[src/rtl/dmem_arbiter.sv]
// Single-port data-memory sequencer: arbitrates the CPU MEM-stage port and the EXT loader/debug
// port, running each access through grant -> access -> acknowledge with a fixed access time.
module dmem_arbiter #(
    parameter int ACCESS_CYCLES = 1,
    parameter int MAX_CPU_BURST = 4
) (
    input  logic        clk,
    input  logic        reset,
    input  logic        cpu_req,
    input  logic        cpu_we,
    input  logic [31:0] cpu_addr,
    input  logic [31:0] cpu_wdata,
    output logic        cpu_ack,
    output logic [31:0] cpu_rdata,
    output logic        cpu_stall,
    input  logic        ext_req,
    input  logic        ext_we,
    input  logic [31:0] ext_addr,
    input  logic [31:0] ext_wdata,
    output logic        ext_ack,
    output logic [31:0] ext_rdata,
    output logic        mem_read,
    output logic        mem_write,
    output logic [31:0] mem_addr,
    output logic [31:0] mem_wdata,
    input  logic [31:0] mem_rdata
);

    localparam int CW = (ACCESS_CYCLES > 1) ? $clog2(ACCESS_CYCLES) : 1;
    localparam int BW = $clog2(MAX_CPU_BURST + 1);
    localparam logic [CW-1:0] CNT_LOAD   = CW'(ACCESS_CYCLES - 1);
    localparam logic [CW-1:0] CNT_ONE    = CW'(1);
    localparam logic [CW-1:0] CNT_ZERO   = CW'(0);
    localparam logic [BW-1:0] BURST_MAX  = BW'(MAX_CPU_BURST);
    localparam logic [BW-1:0] BURST_ONE  = BW'(1);
    localparam logic [BW-1:0] BURST_ZERO = BW'(0);

    typedef enum logic [1:0] {
        ST_IDLE = 2'd0,
        ST_BUSY = 2'd1,
        ST_ACK  = 2'd2
    } state_t;

    state_t          state_r;
    state_t          state_s;
    logic            grant_s;
    logic            grant_ext_s;
    logic            last_s;
    logic [BW-1:0]   burst_s;
    logic [BW-1:0]   burst_cnt_r;
    logic [CW-1:0]   cnt_r;
    logic            owner_r;      // 1 = EXT owns the current access
    logic            we_r;
    logic [31:0]     addr_r;
    logic [31:0]     wdata_r;
    logic            cpu_ack_r;
    logic            ext_ack_r;
    logic [31:0]     cpu_rdata_r;
    logic [31:0]     ext_rdata_r;

    assign last_s = (state_r == ST_BUSY) && (cnt_r == CNT_ZERO);

    // Arbitration in IDLE and next-state selection
    always_comb begin
        state_s     = state_r;
        grant_s     = 1'b0;
        grant_ext_s = 1'b0;
        case (state_r)
            ST_IDLE: begin
                if (cpu_req && ext_req) begin
                    grant_s     = 1'b1;
                    grant_ext_s = (burst_cnt_r == BURST_MAX);
                end else if (cpu_req) begin
                    grant_s     = 1'b1;
                end else if (ext_req) begin
                    grant_s     = 1'b1;
                    grant_ext_s = 1'b1;
                end else begin
                    grant_s     = 1'b0;
                end
                if (grant_s) begin
                    state_s = ST_BUSY;
                end else begin
                    state_s = ST_IDLE;
                end
            end
            ST_BUSY: begin
                if (last_s) begin
                    state_s = ST_ACK;
                end else begin
                    state_s = ST_BUSY;
                end
            end
            ST_ACK:  state_s = ST_IDLE;
            default: state_s = ST_IDLE;
        endcase
    end

    // CPU burst counter: counts contended CPU grants so EXT cannot starve
    always_comb begin
        burst_s = burst_cnt_r;
        if (grant_s && !grant_ext_s && ext_req) begin
            if (burst_cnt_r == BURST_MAX) begin
                burst_s = burst_cnt_r;
            end else begin
                burst_s = burst_cnt_r + BURST_ONE;
            end
        end else if (grant_s) begin
            burst_s = BURST_ZERO;
        end else begin
            burst_s = burst_cnt_r;
        end
    end

    // State, operand latches, access counter, acks and read-data registers
    always_ff @(posedge clk) begin
        if (reset) begin
            state_r     <= ST_IDLE;
            burst_cnt_r <= BURST_ZERO;
            cnt_r       <= CNT_ZERO;
            owner_r     <= 1'b0;
            we_r        <= 1'b0;
            addr_r      <= 32'd0;
            wdata_r     <= 32'd0;
            cpu_ack_r   <= 1'b0;
            ext_ack_r   <= 1'b0;
            cpu_rdata_r <= 32'd0;
            ext_rdata_r <= 32'd0;
        end else begin
            state_r     <= state_s;
            burst_cnt_r <= burst_s;
            cpu_ack_r   <= last_s & ~owner_r;
            ext_ack_r   <= last_s & owner_r;
            if (grant_s) begin
                owner_r <= grant_ext_s;
                we_r    <= grant_ext_s ? ext_we    : cpu_we;
                addr_r  <= grant_ext_s ? ext_addr  : cpu_addr;
                wdata_r <= grant_ext_s ? ext_wdata : cpu_wdata;
                cnt_r   <= CNT_LOAD;
            end else if ((state_r == ST_BUSY) && !last_s) begin
                cnt_r   <= cnt_r - CNT_ONE;
            end
            if (last_s && !we_r && !owner_r) begin
                cpu_rdata_r <= mem_rdata;
            end
            if (last_s && !we_r && owner_r) begin
                ext_rdata_r <= mem_rdata;
            end
        end
    end

    // Strobes are gated with reset so an abandoned access never writes memory
    assign mem_read  = (state_r == ST_BUSY) & ~we_r & ~reset;
    assign mem_write = last_s & we_r & ~reset;
    assign mem_addr  = addr_r;
    assign mem_wdata = wdata_r;
    assign cpu_ack   = cpu_ack_r;
    assign ext_ack   = ext_ack_r;
    assign cpu_rdata = cpu_rdata_r;
    assign ext_rdata = ext_rdata_r;
    assign cpu_stall = cpu_req & ~cpu_ack_r;

endmodule

[config.mk]
export PLATFORM = sky130hd
export DESIGN_NAME = dmem_arbiter
export DESIGN_NICKNAME = d
export VERILOG_FILES = /design/src/rtl/dmem_arbiter.sv
export SDC_FILE = /design/constraint.sdc
export NUM_CORES = 1
export LEC_CHECK = 0
export BUFFER_PORTS_ARGS = -buffer_cell sky130_fd_sc_hd__buf_2
export CAP_MARGIN = 20
export CORE_AREA = 2 2 117 119
export DETAILED_ROUTE_END_ITERATION = 8
export DIE_AREA = 0 0 119 121
export GPL_ROUTABILITY_DRIVEN = 1
export PLACE_DENSITY = 0.77
export SETUP_SLACK_MARGIN = 0.02
export SLEW_MARGIN = 20
export SYNTH_ARGS = -nofsm -noshare
export SYNTH_HDL_FRONTEND = slang
export SYNTH_SLANG_ARGS = --single-unit
[constraint.sdc]
create_clock -name clk -period 2.4 [get_ports clk]
set_clock_uncertainty 0.05 [all_clocks]
set_input_delay 0.24 -clock clk [delete_from_list [all_inputs] [get_ports clk]]
set_output_delay 0.24 -clock clk [all_outputs]
set_load 0.1 [all_outputs]
# ---- Yosys cells after proc, flatten, opt, wreduce, memory -nomap -nowiden
# Cells that the tools add are included.
dict set report word_totals {
  reg_bits 138
}
dict set report op_classes {
  addsub 2
  eq_ne 3
  mux 17
  n_bitwise 12
  n_reduce_logical 16
}
# operator count
set op_table {}
lappend op_table {{$mux W32} 2}
lappend op_table {{$mux W1} 10}
lappend op_table {{$mux W3} 3}
lappend op_table {{$logic_and A1 B1 Y1} 8}
lappend op_table {{$and A1 B1 Y1} 7}
lappend op_table {{$not A1 Y1} 5}
lappend op_table {{$logic_not A1 Y1} 4}
lappend op_table {{$pmux W2 S2} 1}
lappend op_table {{$add A3 B1 Y3 const B} 1}
lappend op_table {{$eq A3 B3 Y1 const B} 1}
lappend op_table {{$eq A2 B1 Y1 const B} 1}
lappend op_table {{$logic_not A2 Y1} 1}
lappend op_table {{$mux W2} 1}
lappend op_table {{$ne A2 B2 Y1 const B} 1}
lappend op_table {{$reduce_and A2 Y1} 1}
lappend op_table {{$reduce_bool A2 Y1} 1}
lappend op_table {{$reduce_or A2 Y1} 1}
lappend op_table {{$sub A1 B1 Y1 const B} 1}

# ---- Logic depth before layout (Yosys ltp)
dict set report depth {
  word_depth 9
  depth_mapped 8
  depth_no_buf 6
}

# ---- Worst setup path after synthesis
# OpenSTA, ideal clock, no wires.
dict set report synth_timing {
  path_type {reg2out}
  startpoint {register state_r[1]}
  endpoint {output mem_read}
  arrival_ns 2.603
  slack_ns -0.493
  stages_incl_launch_ff 3
  cell_sequence {dfxtp_1 nand2b_1 nor3_1}
}
dict set report synth_via {
  elab_chain_len 3
}
# item line_no
set synth_rtl {}
lappend synth_rtl {{start: declaration} 44} ;# state_t state_r;
lappend synth_rtl {{start signal: assignment} 130} ;# state_r <= state_s;
lappend synth_rtl {{$eq A2 B1 Y1} 153} ;# assign mem_read = (state_r == ST_BUSY) & ~we_r & ~reset;
lappend synth_rtl {{$and A1 B1 Y1 (2 in series)} 153}
lappend synth_rtl {{end: declaration} 22} ;# output logic mem_read,
# No other way between the ends.

# ---- Worst setup path in the final report
dict set report layout_timing {
  startpoint {register state_r[0]}
  endpoint {output mem_write}
}
dict set report layout_via {
  elab_chain_len 4
}
# item line_no
set layout_rtl {}
lappend layout_rtl {{$eq A2 B1 Y1} 61} ;# assign last_s = (state_r == ST_BUSY) && (cnt_r == CNT_ZERO);
lappend layout_rtl {{$logic_and A1 B1 Y1} 61}
lappend layout_rtl {{$and A1 B1 Y1 (2 in series)} 154} ;# assign mem_write = last_s & we_r & ~reset;
lappend layout_rtl {{end: declaration} 23} ;# output logic mem_write,
# No other way between the ends.

==> reports/metrics.csv <==
metric;value;unit
Internal;0.004456;W
Yosys top cell area share;55.76;%
CP delay by family, top;simple AND/OR/NAND/NOR gates;
Worst setup SP type;flop;
Num Clock Sinks;138;
final worst path period need;2.204;ns
gr ovfl total;0;
largest area contributor in the netlist;dfxtp_1;
initial antenna violation count;1;
failing checks;DRC;
core area;0.01309;mm^2
Placer Congestion;0.7625;
Rel. slew slack;50.32;%
critical-path cell list;nand2b_1, nor3_1, and2_1, clkbuf_4;
Slew @ Worst Pin;0.7452;ns
violation count after the first detailed-route iteration;656;
total number of vias;5259;
sequential share of the synthesized area;55.76;%
clock network fraction of total power;38.9;%
Finished Layout Cells;1014;
largest net degree at the start of global routing;74;
Worst Path Required;2.11;ns
Die ar.;0.01440;mm^2
Final WS setup;0.1963;ns
Synth Register Bits;138;
CP Capture Type;output pin;
WP buf/inv;1;
Area contributors post-synth;dfxtp_1 (56%), a222oi_1 (13%), nand2_1 (9.8%);
Net Sw Power;0.002460;W
placed cells;981;
fraction of layout cells with a size suffix above 1;41.53;%
outcome;finished with violations;
cells after synthesis;546;
Cell variety after synth;31;
vias in the first global route;4940;
area added between synthesis and finish;45.71;%
Die W;119;um
Gate power share;24.9;%
CTS tree;built;
Fin Setup TNS;0;ns
IR drop worst, VDD;493.1;uV
worst skew pair latency;0.41;ns
Clock transition at path regs;0.06;ns
Worst EP arrival;1.91;ns
worst hold margin;0.02227;ns
CTS Buf Count;17;
Via density;5.186;
top_reg_cell synth;dfxtp_1;
critical path class;flop to output pin;
Pre-Repair DR Iteration Count;9;
n_diodes;0;
Post-Syn Area;0.004955;mm^2
Post-synth EDFFs;0;
Min-Delay Path Class;input pin to flop;
CTS H-tree lvls;4;
placed inst area;0.006596;mm^2
Final Hold Fails;0;
# DRC;2;
CTS Buffer Depth;2;
CP max FO;8;
pwr dens;958.0;mW/mm^2
crit-path max cell delay;0.42;ns
syn nets;714;
P_leak;3.361;nW
Buffers on Ports;298;
cell area after layout;0.007219;mm^2
row count;42;
average wire per standard cell;15.69;um
max-slew violations;0;
fmax;453.8;MHz
Ports;299;
Worst path slowest cell;dfxtp_1;
global-route wire length before repair;24.74;mm
Place WS;0.5118;ns
detailed placement HPWL;11.13;mm
setup repair after global routing missed its margin;no;
max-cap violations;0;
Seq pwr share;36.3;%
Die Height;121;um
final setup violation count;0;
WL final;15.91;mm
gr usage total;21.65;%
period utilization;91.82;%
Avg Synthesized Cell Area;9.075;um^2
CTS Root Cell;clkbuf_16;
Final ANT Viol Nets;0;
Yosys Warn Count;0;
Initial Util;37.87;%
Async SR Flop Fraction;0;%
Switching Fraction;35.57;%
post-layout net count;993;
## cells by family (layout without fill, tap and decap cells)
logic type | Yosys count | after routing | synth area share, %
and+or+nand+nor | 215 | 215 | 17.68
DFF | 138 | 138 | 55.76
AOI/OAI and AO/OA | 137 | 137 | 20.76
buffers and inverters | 53 | 345 | 5.101
adders and majority gates | 2 | 2 | 0.5050
muxes | 1 | 1 | 0.2020
## state kept, by name, summed over array words and instances (netlist names)
| register | cells |
|---|---|
| burst_cnt_r | 3 |
| cnt_r | 1 |
| cpu_ack | 1 |
| cpu_rdata | 32 |
| ext_ack | 1 |
| ext_rdata | 32 |
| mem_addr | 32 |
| mem_wdata | 32 |
| owner_r | 1 |
| state_r | 2 |
| we_r | 1 |
## final timing paths
path                  start  slack, ns  cells past startpoint             to
max              state_r[0]       0.20                      4      mem_write
min           mem_rdata[31]       0.02                      3  cpu_rdata[31]
max reg2reg  burst_cnt_r[0]       0.52                      7    mem_addr[0]
min reg2reg   cpu_rdata[29]       0.40                      2  cpu_rdata[29]
## worst register-to-register path: stages, from the launching register on
cell	delay, ns
dfxtp_1	0.31
inv_1	0.09
ha_1	0.17
nand2_1	0.13
a2111oi_4	0.45
buf_12	0.28
a222oi_1	0.23
nor2_1	0.11
## synth_stat cells (2+ instances only)
cell	count
dfxtp_1	138
nand2_1	130
nor2_1	69
a21oi_1	67
a222oi_1	65
clkbuf_1	29
buf_2	13
buf_4	4
buf_6	3
inv_1	3
nor3_1	3
and2_1	2
ha_1	2
## cell usage in the layout (no fill, tap or decap), drive strengths merged, types with 2 or more instances in the layout
cell type,n
a21oi,67
a222oi,65
and2,2
buf,308
bufinv,3
clkbuf,19
clkinv,6
clkinvlp,3
dfxtp,138
ha,2
inv,5
nand2,130
nor2,69
nor3,3
nor4,2
o21ai,2
## per-stage QoR
step	util, %	power (W)
global route	55.17	0.007156
detailed placement	50.41	0.004277
floorplan	-	0.003876
global placement	50.41	0.004264
finish	55.17	0.006916
CTS	55.15	0.006966
## repair_timing
item,in CTS,in global routing
hold buffers,1,0
buffers inserted,0,0
resized for setup,0,1
setup endpoints to repair,0,1
hold endpoints to repair,1,0
## layer usage
layer  wire (um)  global-route usage, %  vias up
li1            -                      -     2531
met1        6367                  25.99     2444
met2        7835                  36.46      261
met3        1396                  6.814       23
met4         307                  7.887        0
met5           0                      0        -
## power by group through the flow
stage	Sequential (W)	Combinational, W	Clock, W
global route	0.00252	0.00180	0.00283
finish	0.00251	0.00172	0.00269
detailed placement	0.00256	0.00172	0
global placement	0.00255	0.00171	0
CTS	0.00251	0.00173	0.00273
floorplan	0.00349	0.000383	0
## cell type report
| cell class | instances | area (um^2) |
|---|---|---|
| fillers | 1225 | 5866 |
| inverters | 3 | 11.26 |
| flip-flops and latches | 138 | 2763 |
| well taps | 176 | 220.2 |
| multi-input cells | 355 | 1988 |
| clock inverters | 14 | 171.4 |
| clock buffers | 18 | 439.2 |
| repair buffers | 310 | 1627 |
No activity file was read; power rests on OpenSTA's default activity.
